--- src/rtl/ysyx_22041211_lsu_pkg.sv ---
// Shared encodings for the load/store unit: memory op codes, FSM states
// and the alignment rule.
package ysyx_22041211_lsu_pkg;

  // mem_op = {is_store, funct3}
  localparam logic [3:0] OpLb  = 4'b0_000;
  localparam logic [3:0] OpLh  = 4'b0_001;
  localparam logic [3:0] OpLw  = 4'b0_010;
  localparam logic [3:0] OpLbu = 4'b0_100;
  localparam logic [3:0] OpLhu = 4'b0_101;
  localparam logic [3:0] OpSb  = 4'b1_000;
  localparam logic [3:0] OpSh  = 4'b1_001;
  localparam logic [3:0] OpSw  = 4'b1_010;

  localparam logic [2:0] F3Byte  = 3'b000;
  localparam logic [2:0] F3Half  = 3'b001;
  localparam logic [2:0] F3Word  = 3'b010;
  localparam logic [2:0] F3ByteU = 3'b100;
  localparam logic [2:0] F3HalfU = 3'b101;

  typedef enum logic [1:0] {
    StIdle = 2'd0,
    StReq  = 2'd1,
    StResp = 2'd2,
    StDone = 2'd3
  } lsu_state_e;

  // Reserved funct3 values are sized as words, matching their LW load behaviour.
  function automatic logic misaligned(input logic [2:0] funct3, input logic [1:0] off);
    case (funct3)
      F3Byte, F3ByteU: misaligned = 1'b0;
      F3Half, F3HalfU: misaligned = off[0];
      default:         misaligned = |off;
    endcase
  endfunction

endpackage

--- src/rtl/ysyx_22041211_lsu_align.sv ---
// Byte-lane steering: store data/mask placement and load extract/extend.
module ysyx_22041211_lsu_align
  import ysyx_22041211_lsu_pkg::*;
#(
  parameter int unsigned DATA_LEN = 32
) (
  input  logic [2:0]          funct3_i,
  input  logic [1:0]          off_i,
  input  logic [DATA_LEN-1:0] store_data_i,
  input  logic [DATA_LEN-1:0] rdata_i,
  output logic [DATA_LEN-1:0] wdata_o,
  output logic [3:0]          wmask_o,
  output logic [DATA_LEN-1:0] load_data_o
);

  logic [DATA_LEN-1:0] rshift;

  always_comb begin
    wdata_o = store_data_i << {off_i, 3'b000};
    case (funct3_i)
      F3Byte:  wmask_o = 4'b0001 << off_i;
      F3Half:  wmask_o = 4'b0011 << off_i;
      default: wmask_o = 4'b1111;
    endcase
  end

  always_comb begin
    rshift = rdata_i >> {off_i, 3'b000};
    case (funct3_i)
      F3Byte:  load_data_o = {{(DATA_LEN-8){rshift[7]}}, rshift[7:0]};
      F3Half:  load_data_o = {{(DATA_LEN-16){rshift[15]}}, rshift[15:0]};
      F3ByteU: load_data_o = {{(DATA_LEN-8){1'b0}}, rshift[7:0]};
      F3HalfU: load_data_o = {{(DATA_LEN-16){1'b0}}, rshift[15:0]};
      default: load_data_o = rdata_i;
    endcase
  end

endmodule

--- src/rtl/ysyx_22041211_lsu.sv ---
// Multi-cycle load/store unit: one request/grant/response bus transaction per
// memory instruction, then a one-cycle lsu_valid_o pulse towards writeback.
module ysyx_22041211_lsu
  import ysyx_22041211_lsu_pkg::*;
#(
  parameter int unsigned DATA_LEN = 32
) (
  input  logic                clk,
  input  logic                rst,
  input  logic                ctrl_valid_i,
  input  logic                memory_inst_i,
  input  logic [3:0]          mem_op_i,
  input  logic [DATA_LEN-1:0] addr_i,
  input  logic [DATA_LEN-1:0] store_data_i,
  output logic                mem_req_o,
  output logic                mem_we_o,
  output logic [DATA_LEN-1:0] mem_addr_o,
  output logic [DATA_LEN-1:0] mem_wdata_o,
  output logic [3:0]          mem_wmask_o,
  input  logic                mem_gnt_i,
  input  logic                mem_rvalid_i,
  input  logic [DATA_LEN-1:0] mem_rdata_i,
  input  logic                mem_err_i,
  output logic [DATA_LEN-1:0] reg_wdata_o,
  output logic                lsu_valid_o,
  output logic                misalign_o,
  output logic                fault_o
);

  lsu_state_e          state_q;
  logic [DATA_LEN-1:0] addr_q;
  logic [3:0]          op_q;
  logic [DATA_LEN-1:0] store_data_q;
  logic [DATA_LEN-1:0] reg_wdata_q;
  logic                misalign_q;
  logic                fault_q;

  logic [DATA_LEN-1:0] lane_wdata;
  logic [3:0]          lane_wmask;
  logic [DATA_LEN-1:0] load_data;

  ysyx_22041211_lsu_align #(
    .DATA_LEN (DATA_LEN)
  ) u_align (
    .funct3_i     (op_q[2:0]),
    .off_i        (addr_q[1:0]),
    .store_data_i (store_data_q),
    .rdata_i      (mem_rdata_i),
    .wdata_o      (lane_wdata),
    .wmask_o      (lane_wmask),
    .load_data_o  (load_data)
  );

  always_ff @(posedge clk) begin
    if (rst) begin
      state_q      <= StIdle;
      addr_q       <= '0;
      op_q         <= '0;
      store_data_q <= '0;
      reg_wdata_q  <= '0;
      misalign_q   <= 1'b0;
      fault_q      <= 1'b0;
    end else begin
      unique case (state_q)
        StIdle: begin
          if (ctrl_valid_i && memory_inst_i) begin
            addr_q       <= addr_i;
            op_q         <= mem_op_i;
            store_data_q <= store_data_i;
            reg_wdata_q  <= '0;
            fault_q      <= 1'b0;
            if (misaligned(mem_op_i[2:0], addr_i[1:0])) begin
              misalign_q <= 1'b1;
              state_q    <= StDone;
            end else begin
              misalign_q <= 1'b0;
              state_q    <= StReq;
            end
          end
        end
        StReq: begin
          if (mem_gnt_i) state_q <= StResp;
        end
        StResp: begin
          if (mem_rvalid_i) begin
            reg_wdata_q <= op_q[3] ? '0 : load_data;
            fault_q     <= mem_err_i;
            state_q     <= StDone;
          end
        end
        StDone: begin
          // Results are only meaningful during the done pulse; clear them after.
          reg_wdata_q <= '0;
          misalign_q  <= 1'b0;
          fault_q     <= 1'b0;
          state_q     <= StIdle;
        end
        default: state_q <= StIdle;
      endcase
    end
  end

  always_comb begin
    mem_req_o   = (state_q == StReq);
    mem_we_o    = mem_req_o & op_q[3];
    mem_addr_o  = mem_req_o ? {addr_q[DATA_LEN-1:2], 2'b00} : '0;
    mem_wdata_o = mem_we_o ? lane_wdata : '0;
    mem_wmask_o = mem_we_o ? lane_wmask : 4'b0000;
    lsu_valid_o = (state_q == StDone);
    reg_wdata_o = reg_wdata_q;
    misalign_o  = misalign_q;
    fault_o     = fault_q;
  end

endmodule

--- config.mk ---
export PLATFORM = sky130hd
export DESIGN_NAME = ysyx_22041211_lsu
export DESIGN_NICKNAME = d
export VERILOG_FILES = /design/src/rtl/ysyx_22041211_lsu_pkg.sv /design/src/rtl/ysyx_22041211_lsu_align.sv /design/src/rtl/ysyx_22041211_lsu.sv
export SDC_FILE = /design/constraint.sdc
export NUM_CORES = 1
export LEC_CHECK = 0
export BUFFER_PORTS_ARGS = -buffer_cell sky130_fd_sc_hd__buf_2
export CORE_UTILIZATION = 30
export CTS_BUF_LIST = sky130_fd_sc_hd__clkbuf_8
export DETAILED_ROUTE_END_ITERATION = 7
export PLACE_DENSITY = 0.6
export SETUP_SLACK_MARGIN = 0.15
export SLEW_MARGIN = 20
export SYNTH_ARGS = -nofsm -noshare
export SYNTH_HDL_FRONTEND = slang
export SYNTH_SLANG_ARGS = --single-unit
--- constraint.sdc ---
create_clock -name clk -period 1.9 [get_ports clk]
set_clock_uncertainty 0.15 [all_clocks]
set_input_delay 0.38 -clock clk [delete_from_list [all_inputs] [get_ports clk]]
set_output_delay 0.38 -clock clk [all_outputs]
set_load 0.05 [all_outputs]
==> flow_metrics.tcl <==
set metrics [dict create \
    fp-row-count 47 \
    ys.flop_type "dfxtp_1" \
    dp.cells 1075 \
    insertion_delay_ns 0.38 \
    grt_use_total_pct 21.3 \
    finalNetCount 1035 \
    failed_checks "negative setup slack" \
    p_leak_uw 0.00381 \
    grt_start_max_net_pins 82 \
    first_global_vias 5344 \
    power_density_nw_per_um2 926 \
    stdcell_count 1150 \
    drtIter0Drc 235 \
    reg2reg_slack_ns -0.22 \
    p_int_uw 5380 \
    hold_ws_ns 0.0682 \
    fp.dieH_um 132 \
    fin_area_um2 9600 \
    p_sw_share_pct 39.5 \
    hold_viol 0 \
    drt-total-wl_mm 20.8 \
    clock.fmax_mhz 425 \
    layout_common_cells "143 x buf_2, 99 x dfxtp_1, 92 x nand2_1" \
    fin_ws_ns -0.450 \
    critical_path_class "reg2out" \
    clk_path_buf_depth 2 \
    cp_cell_sequence "inv_2 -> ha_4 -> nand2_4 -> or2_4 -> nor2_4 -> buf_12 -> and2_4 -> buf_8" \
    drcViolationCount 0 \
    min_path_cells 3 \
    avgRoutedWirePerCell_um 18.1 \
    p_comb_share_pct 54.1 \
    startpoint_type "register" \
    fin_crit_sh_pct 124 \
    clock-sinks 104 \
    clockPowerShare_pct 16.3 \
    antenna_left 0 \
    layout_commonest_cell "buf_2" \
    seq_area_frac_synth_pct 41.0 \
    syn_avg_cell_area_um2 7.85 \
    cts_root_buf "clkbuf_8" \
    async_flop_share_pct 0 \
    gp_congestion 0.791 \
    nFillCells 1410 \
    yosysUniqueCellTypes 40 \
    cts_tree "yes" \
    outcome "finished with violations" \
    p_sw_uw 3510 \
    ys_warn_count 0 \
    hold_path_end "addr_q[2]" \
    setup_viol 170 \
    worst_path_max_delay_cell "dfxtp_2" \
    maxSlewHeadroom_pct 54.1 \
    cp_data_required_time_ns 1.37 \
    grt_overflow 0 \
    period_needed_ns 2.35 \
    hold_path.startpoint "addr_i[2]" \
    start_util_pct 30.7 \
    vias 5776 \
    dp_hpwl_mm 12.0 \
    reg2reg_depth 11 \
    numCtsBuffers 9 \
    power_frac_seq_pct 29.6 \
    vias_per_cell 5.02 \
    cp.arrival_ns 1.82 \
    drv_cap 0 \
    dieArea_um2 17400 \
    worstPathMaxFanout 6 \
    tightest_slew_ns 0.686 \
    worstHoldPathType "in2reg" \
    maxSlewViolCount 0 \
    clk_pin_slew_ns 0.10 \
    design.core.area_um2 16500 \
    htreeDepth 3 \
    synthCells 646 \
    synthesis.area_um2 5070 \
    ir_drop_mv 0.650 \
    synth_edf_count 0 \
    place_area_um2 7220 \
    first_pass_iters 4 \
    grt_first_pass_wirelength_mm 29.1 \
    io_pins 212 \
    syn_to_final_growth_pct 89.3 \
    worstSetupEndpointType "output pin" \
    ys_ff_latch 104 \
    io_buffers 209 \
    reg2reg_to "reg_wdata_o[29]" \
    final_util_pct 58.1 \
    grt_antenna_before_repair 3 \
    die_w_um 132 \
    critPathMaxStageDelay_ns 0.33 \
    rsz0062_at_grt "true" \
    worstReg2RegStart "state_q[0]" \
    drive_gt1_share_pct 59.9 \
]
[cell usage after synthesis, types with 2 or more instances]
master	instances	area (um2)
a211oi_1	17	128
a21oi_1	97	485
a2bb2oi_1	7	61.3
a32o_1	16	160
and2_1	38	238
buf_1	5	18.8
buf_2	14	70.1
buf_4	3	22.5
clkbuf_1	35	131
dfxtp_1	104	2080
ha_1	6	75.1
inv_1	4	15.0
mux2i_1	26	260
nand2_1	148	556
nand2b_1	18	113
nand3_1	2	10.0
nor2_1	38	143
nor2b_1	13	81.3
nor3_1	3	15.0
o21ai_0	11	55.1
o221ai_1	7	61.3
o2bb2ai_1	15	131
or2_1	2	12.5
[power by group through the flow]
stage | Clock, uW | Combinational [uW] | Sequential [uW]
5_1_grt | 1570 | 5060 | 2660
3_5_place_dp | 0 | 2910 | 2660
3_3_place_gp | 0 | 2900 | 2650
4_1_cts | 1490 | 3820 | 2610
2_1_floorplan | 0 | 1710 | 2910
6_report | 1450 | 4810 | 2630
[sequential cells by signal, summed over array words and instances, names as in the netlist]
register and cells:
addr_q 32, reg_wdata_o 32, store_data_q 32, op_q 4, state_q 2, fault_o 1, misalign_o 1
[per-stage QoR]
stage	worst slack, ns	setup TNS, ns	total power (uW)
floorplan	-0.196	-2.92	4620
global placement	-0.142	-1.41	5550
detailed placement	-0.175	-1.84	5570
CTS	-0.424	-21.34	7920
global route	-0.517	-45.25	9290
finish	-0.450	-34.18	8890
[final cells by class]
class	instances	area, um2	share of cell area (%)
clock inverter	7	68.8	0.717
tap	220	275	2.87
antenna	3	7.51	0.0782
sequential	104	2090	21.8
timing repair buffer	321	3220	33.6
clock buffer	9	124	1.29
inverter	4	30.0	0.313
multi-input combinational	482	3780	39.4
[per-layer routing]
metal  global-route usage, %  share of wire (%)  vias to the layer above
met4                    7.24                2.2                        0
met2                    34.4                 48                      175
met1                    27.8                 45                     2792
met5                       0                  0                        -
li1                        -                  -                     2783
met3                    4.92                5.4                       26
[kinds of logic after synthesis]
logic type               Yosys count  share of synthesized area (%)
other                              1                         0.0739
adder cells (fa/ha/maj)            6                           1.48
multiplexers                      26                           5.13
flip-flops                       104                           41.0
AND/OR/NAND/NOR                  269                           24.3
buffers and inverters             61                           5.08
AO/OA/AOI/OAI                    179                           22.9
[worst max-delay path: cells and delay by family (launching register included)]
kind                     cells  cell delay (ns)
flip-flops                   1             0.33
AND/OR/NAND/NOR              4             0.60
buffers and inverters        3             0.35
adder cells (fa/ha/maj)      1             0.15
[how the worst max path moves through the flow]
stage | startpoint | end | slack, ns | depth (start not counted)
after floorplan | state_q[1] | mem_wdata_o[0] | -0.20 | 7
after global placement | state_q[1] | mem_wdata_o[2] | -0.14 | 7
after detailed placement | state_q[1] | mem_wdata_o[2] | -0.18 | 7
after CTS | state_q[1] | mem_wdata_o[6] | -0.42 | 8
after global routing | state_q[1] | mem_wdata_o[7] | -0.52 | 8
final | state_q[1] | mem_wdata_o[7] | -0.45 | 8
[what timing repair did]
item | CTS | global route
gates resized for setup | 236 | 146
hold buffers | 0 | 0
setup buffers | 19 | 13
gates cloned | 8 | 16
endpoints found under the setup margin | 118 | 173
pin swaps | 39 | 64
Power figures use the tool's default switching activity.
